File: src/rtl/vga_layer_engine.sv
// VGA timing plus scaled-bitmap and round-sprite compositor; hsync/vsync/RGB share a 2-pix_en output pipeline.
// Optional sprite collision flag under macro SPRITE_COLLIDE_EN (default build ties collide to 0).
module vga_layer_engine #(
    parameter int         H_ACT    = 640,
    parameter int         H_FP     = 16,
    parameter int         H_SYNC   = 96,
    parameter int         H_BP     = 48,
    parameter int         V_ACT    = 480,
    parameter int         V_FP     = 10,
    parameter int         V_SYNC   = 2,
    parameter int         V_BP     = 29,
    parameter int         IMG_W    = 181,
    parameter int         IMG_H    = 134,
    parameter int         SCALE    = 3,
    parameter int         ORG_X    = 50,
    parameter int         ORG_Y    = 40,
    parameter int         ROM_AW   = 15,
    parameter int         NSPR     = 2,
    parameter int         RADIUS   = 15,
    parameter logic [7:0] BG_COLOR = 8'h00
) (
    input  logic                 clk,
    input  logic                 clr_n,
    input  logic                 pix_en,
    input  logic [NSPR*10-1:0]   spr_x,
    input  logic [NSPR*10-1:0]   spr_y,
    input  logic [NSPR*8-1:0]    spr_rgb,
    output logic [ROM_AW-1:0]    rom_addr,
    input  logic [7:0]           rom_data,
    output logic                 hsync,
    output logic                 vsync,
    output logic [2:0]           red,
    output logic [2:0]           green,
    output logic [1:0]           blue,
    output logic                 frame_start,
    output logic                 collide
);
    localparam logic [9:0] H_ACT_C  = 10'(H_ACT);
    localparam logic [9:0] HS0_C    = 10'(H_ACT + H_FP);
    localparam logic [9:0] HS1_C    = 10'(H_ACT + H_FP + H_SYNC);
    localparam logic [9:0] H_LAST_C = 10'(H_ACT + H_FP + H_SYNC + H_BP - 1);
    localparam logic [9:0] V_ACT_C  = 10'(V_ACT);
    localparam logic [9:0] VS0_C    = 10'(V_ACT + V_FP);
    localparam logic [9:0] VS1_C    = 10'(V_ACT + V_FP + V_SYNC);
    localparam logic [9:0] V_LAST_C = 10'(V_ACT + V_FP + V_SYNC + V_BP - 1);
    localparam logic [9:0] WX0_C    = 10'(ORG_X);
    localparam logic [9:0] WX1_C    = 10'(ORG_X + IMG_W * SCALE);
    localparam logic [9:0] WY0_C    = 10'(ORG_Y);
    localparam logic [9:0] WY1_C    = 10'(ORG_Y + IMG_H * SCALE);
    localparam logic [ROM_AW-1:0] IMG_W_A = ROM_AW'(IMG_W);
    localparam logic [1:0] SUB_LAST = 2'(SCALE - 1);
    localparam logic signed [21:0] R2 = 22'(RADIUS * RADIUS);

    logic [9:0]          hc_q, vc_q;
    logic [ROM_AW-1:0]   col_q, row_base_q, rom_addr_q;
    logic [1:0]          hsub_q, vsub_q;
    logic [NSPR*10-1:0]  sx_q, sy_q, sx_cur, sy_cur;
    logic [NSPR*8-1:0]   sc_q, sc_cur;
    logic                act1_q, hs1_q, vs1_q, win1_q, sph1_q;
    logic [7:0]          spc1_q, rgb_q;
    logic                hsync_q, vsync_q, frame_start_q;

    logic h_last, v_last, frame_px, act, x_in, y_in, in_win, hs_n, vs_n;
    logic [NSPR-1:0] in_spr;
    logic            spr_hit;
    logic [7:0]      spr_col, rgb_d;

    assign h_last   = (hc_q == H_LAST_C);
    assign v_last   = (vc_q == V_LAST_C);
    assign frame_px = (hc_q == 10'd0) && (vc_q == 10'd0);
    assign act      = (hc_q < H_ACT_C) && (vc_q < V_ACT_C);
    assign hs_n     = !((hc_q >= HS0_C) && (hc_q < HS1_C));
    assign vs_n     = !((vc_q >= VS0_C) && (vc_q < VS1_C));
    assign x_in     = (hc_q >= WX0_C) && (hc_q < WX1_C);
    assign y_in     = (vc_q >= WY0_C) && (vc_q < WY1_C);
    assign in_win   = x_in && y_in;

    // The frame's first pixel already uses the freshly sampled sprite inputs.
    assign sx_cur = frame_px ? spr_x   : sx_q;
    assign sy_cur = frame_px ? spr_y   : sy_q;
    assign sc_cur = frame_px ? spr_rgb : sc_q;

    for (genvar gi = 0; gi < NSPR; gi++) begin : g_spr
        logic signed [10:0] dx, dy;
        logic signed [21:0] d2;
        assign dx = $signed({1'b0, hc_q}) - $signed({1'b0, sx_cur[gi*10 +: 10]});
        assign dy = $signed({1'b0, vc_q}) - $signed({1'b0, sy_cur[gi*10 +: 10]});
        assign d2 = 22'(dx) * 22'(dx) + 22'(dy) * 22'(dy);
        assign in_spr[gi] = act && (d2 < R2);
    end

    always_comb begin
        spr_hit = 1'b0;
        spr_col = 8'h00;
        for (int i = NSPR - 1; i >= 0; i--) begin
            if (in_spr[i]) begin
                spr_hit = 1'b1;
                spr_col = sc_cur[i*8 +: 8];
            end
        end
    end

    always_comb begin
        rgb_d = 8'h00;
        if (act1_q) rgb_d = sph1_q ? spc1_q : (win1_q ? rom_data : BG_COLOR);
    end

    always_ff @(posedge clk) begin
        if (!clr_n) begin
            hc_q <= '0; vc_q <= '0;
            col_q <= '0; hsub_q <= '0; row_base_q <= '0; vsub_q <= '0;
            rom_addr_q <= '0;
            sx_q <= '0; sy_q <= '0; sc_q <= '0;
            act1_q <= 1'b0; hs1_q <= 1'b1; vs1_q <= 1'b1; win1_q <= 1'b0;
            sph1_q <= 1'b0; spc1_q <= '0;
            hsync_q <= 1'b1; vsync_q <= 1'b1; rgb_q <= '0;
            frame_start_q <= 1'b0;
        end else begin
            frame_start_q <= pix_en && frame_px;
            if (pix_en) begin
                hc_q <= h_last ? '0 : hc_q + 1'b1;
                if (h_last) vc_q <= v_last ? '0 : vc_q + 1'b1;
                if (frame_px) begin
                    sx_q <= spr_x; sy_q <= spr_y; sc_q <= spr_rgb;
                end
                // Column/row walk by sub-pixel replication; no multiply needed.
                if (x_in) begin
                    if (hsub_q == SUB_LAST) begin
                        hsub_q <= '0;
                        col_q  <= col_q + 1'b1;
                    end else begin
                        hsub_q <= hsub_q + 1'b1;
                    end
                end else begin
                    hsub_q <= '0;
                    col_q  <= '0;
                end
                if (h_last) begin
                    if (y_in) begin
                        if (vsub_q == SUB_LAST) begin
                            vsub_q     <= '0;
                            row_base_q <= row_base_q + IMG_W_A;
                        end else begin
                            vsub_q <= vsub_q + 1'b1;
                        end
                    end else begin
                        vsub_q     <= '0;
                        row_base_q <= '0;
                    end
                end
                rom_addr_q <= in_win ? row_base_q + col_q : '0;
                act1_q  <= act;  hs1_q <= hs_n;  vs1_q <= vs_n;  win1_q <= in_win;
                sph1_q  <= spr_hit; spc1_q <= spr_col;
                hsync_q <= hs1_q; vsync_q <= vs1_q; rgb_q <= rgb_d;
            end
        end
    end

`ifdef SPRITE_COLLIDE_EN
    logic multi, seen, coll_acc_q, collide_q;
    always_comb begin
        multi = 1'b0;
        seen  = 1'b0;
        for (int i = 0; i < NSPR; i++) begin
            if (in_spr[i]) begin
                multi = multi | seen;
                seen  = 1'b1;
            end
        end
    end
    // The flag shown during a frame reflects overlaps seen in the previous one.
    always_ff @(posedge clk) begin
        if (!clr_n) begin
            coll_acc_q <= 1'b0;
            collide_q  <= 1'b0;
        end else if (pix_en) begin
            if (frame_px) begin
                collide_q  <= coll_acc_q;
                coll_acc_q <= multi;
            end else begin
                coll_acc_q <= coll_acc_q | multi;
            end
        end
    end
    assign collide = collide_q;
`else
    assign collide = 1'b0;
`endif

    assign rom_addr    = rom_addr_q;
    assign hsync       = hsync_q;
    assign vsync       = vsync_q;
    assign red         = rgb_q[7:5];
    assign green       = rgb_q[4:2];
    assign blue        = rgb_q[1:0];
    assign frame_start = frame_start_q;
endmodule

File: config.mk
export PLATFORM = sky130hd
export DESIGN_NAME = vga_layer_engine
export DESIGN_NICKNAME = d
export VERILOG_FILES = /design/src/rtl/vga_layer_engine.sv
export SDC_FILE = /design/constraint.sdc
export NUM_CORES = 1
export LEC_CHECK = 0
export CAP_MARGIN = 20
export CORE_AREA = 5 5 342 260
export CTS_CLUSTER_SIZE = 20
export DETAILED_ROUTE_END_ITERATION = 10
export DIE_AREA = 0 0 347 265
export GPL_TIMING_DRIVEN = 1
export PLACE_DENSITY_LB_ADDON = 0.2
export SETUP_SLACK_MARGIN = 0.1
export SYNTH_ARGS = -nofsm -noshare
export SYNTH_HDL_FRONTEND = slang
export SYNTH_SLANG_ARGS = --single-unit
File: constraint.sdc
create_clock -name clk -period 15.2 [get_ports clk]
set_clock_uncertainty 0.2 [all_clocks]
set_input_delay 3.04 -clock clk [delete_from_list [all_inputs] [get_ports clk]]
set_output_delay 3.04 -clock clk [all_outputs]
set_load 0.005 [all_outputs]
==> flow_summary.ini <==
[critical_path]
path_class = register to register
critPathLaunchType = register
required_ns = 15.37
cp_data_arrival_time_ns = 13.79
worstPathMaxFanout = 25
end_kind = register
crit_family = adder cells
slowest_stage = nor2_4
critPathMaxStageDelay_ns = 0.83
path_buf_inv = 4
path_common_cell = fa_1

[placement]
post_dp_cell_area_sq_mm = 0.0277
dp_cells = 4063
dp_hpwl_mm = 62.8
portBuffers = 92
routabilityCongestion = 0.823

[global_routing]
globalRouteTotalUtil_pct = 16.6
grt_max_degree = 60
grt_pass1_wl_mm = 118
grt_overflow = 0
antenna_found_initial = 2
grt_pass1_vias = 19100

[clocking]
cts_tree = built
cts_hold_buf = 0
ctsResizeCount = 0
clk_pin_slew_ns = 0.08
post_cts_buffers = 0
cts_num_sinks = 149
clk_latency_ns = 0.47
cts_buffers = 17
htree_levels = 4
cts-root-buf = clkbuf_16
clock_tree.buffer_depth = 2

[min_path]
hold_class = register to register

[route]
final_antenna_net_count = 0
first_pass_iters = 5
via_per_inst = 4.53
vias = 18500
drc = 0
drtIter0Drc = 1208
wire_per_inst_um = 18.2
postRouteWirelength_mm = 74.5

[yosys]
syn_area_sq_mm = 0.0254
syn_nets = 3633
synth_top_area_share_pct = 37.5
avgSynthCellArea_sq_um = 8.84
synth_most_common_cell = inv_1
synthDistinctLibCells = 81
yosys.area.top_type = fa_1
synth-seq-cells = 149
async_reset_ff_share_pct = 0
ys_top_cells_by_count = inv_1 (620), fa_1 (475), nand2_1 (325)
synthCells = 2870
synth_top_flop_cell = dfxtp_1
synth_edf_count = 0
seq_area_frac_synth_pct = 11.8
yosys_warnings = 0
ys_top_cells_by_area = fa_1 (37%), dfxtp_1 (12%), ha_1 (11%), inv_1 (9.2%), nand2_1 (4.8%)

[layout]
layout.nets = 3705
syn2layout_area_growth_pct = 11.5
finalInstanceArea_sq_mm = 0.0283
instances_no_fill = 4095
n_fill_cell = 8986
drive_gt1_share_pct = 3.01
final_core_util_pct = 33.2

[sta]
slew_headroom_pct = 33.5
grt_setup_unrepaired = false
fin_crit_ns = 13.62
clock.fmax_ghz = 0.0734
fin_setup_tns_ns = 0
drv_slew = 0
setup_viol = 0
hold_viol = 0
tightestPinTransition_ns = 0.991
fin_crit_sh_pct = 89.6

[die]
num_io_pins = 94
initial_core_util_pct = 29.8
die_h_um = 265
row_count = 93
die_w_um = 347
design.die.area_sq_mm = 0.0920
core_area_sq_mm = 0.0852

[flow_run]
drv_cap = 0

[status]
status = complete, no violations
path summary, 6_finish.rpt:
path,from,end,slack (ns),cells past startpoint
worst max-delay path,hc_q[4],spc1_q[3],1.58,35
worst min-delay path,sy_q[3],sy_q[3],0.25,2
worst max register to register,hc_q[4],spc1_q[3],1.58,35
worst min register to register,sy_q[3],sy_q[3],0.25,2
worst register-to-register path, delay by kind of cell, from the launching register on:
| kind | cells | cell delay (ns) |
|---|---|---|
| buffers and inverters | 4 | 1.00 |
| muxes | 2 | 0.64 |
| DFF | 1 | 0.47 |
| AOI/OAI and AO/OA | 10 | 2.93 |
| adders and majority gates | 9 | 4.51 |
| and+or+nand+nor | 10 | 3.77 |
registers in the layout, indices dropped and copies added, names as in the netlist, 8 cells and up:
| register | flops |
|---|---|
| rgb_q | 8 |
| hc_q | 10 |
| col_q | 15 |
| sy_q | 20 |
| vc_q | 10 |
| rom_addr | 15 |
| spc1_q | 8 |
| row_base_q | 15 |
| sc_q | 16 |
| sx_q | 20 |
kinds of logic (layout without fill, tap and decap cells):
kind of cell               after synthesis  in the layout  synth area share [%]
adders and majority gates              698            698                  48.5
other                                    1              2                0.0148
and+or+nand+nor                        767            767                  13.1
AOI/OAI and AO/OA                      362            362                  9.07
xor gates and xnor gates               130            130                  4.52
DFF                                    149            149                  11.8
buffers and inverters                  696            780                  10.4
muxes                                   67             67                  2.67
layout by cell type, fill, tap and decap left out, types with 6 or more instances in the layout:
master,n
xor2_1,42
nor3b_1,7
clkbuf_16,17
o211ai_1,6
o221ai_1,9
or4_1,6
o21a_1,14
nor2_1,263
buf_4,29
nand4_1,14
nand2_1,324
and2_1,22
o21bai_1,10
inv_1,620
and3_1,14
dfxtp_1,149
clkdlybuf4s50_1,92
a31oi_1,11
a21boi_0,7
fa_1,475
nand3_1,23
a22oi_1,23
or3_1,11
nand2b_1,9
nor4_1,8
xnor2_1,87
mux2i_1,62
nor3_1,23
ha_1,221
or2_2,8
a21o_1,28
o21ai_0,67
a21oi_1,134
clkinv_1,7
nor2b_1,16
layout make-up:
class / instances / area, sq um / area share [%]
diodes: 1 / 2.50 / 0.00884
clock buffers: 19 / 453 / 1.60
clock inverters: 12 / 163 / 0.575
inverters: 628 / 2360 / 8.34
multi-input cells: 2025 / 19800 / 69.9
flip-flops and latches: 149 / 2980 / 10.5
well taps: 1140 / 1430 / 5.04
repair buffers: 121 / 1140 / 4.02
metrics by stage:
step                      setup WS [ns]  hold WS (ns)
after floorplan                    2.81         0.228
after global placement             1.21         0.238
after detailed placement           1.19         0.243
after CTS                          1.48         0.253
after global routing              0.404         0.265
final                              1.58         0.247
layer usage:
metal  up-vias  wire length [um]  global-route usage, %
li1       9093                 -                      -
met1      9019             41300                   27.6
met2       386             27300                   21.4
met3        43              5020                   4.11
met4         2               828                   2.44
met5         -                12                      0
Power is left out: the tool's default activity adds up to more than one toggle a clock period on the data nets, which glitch-free logic cannot reach.
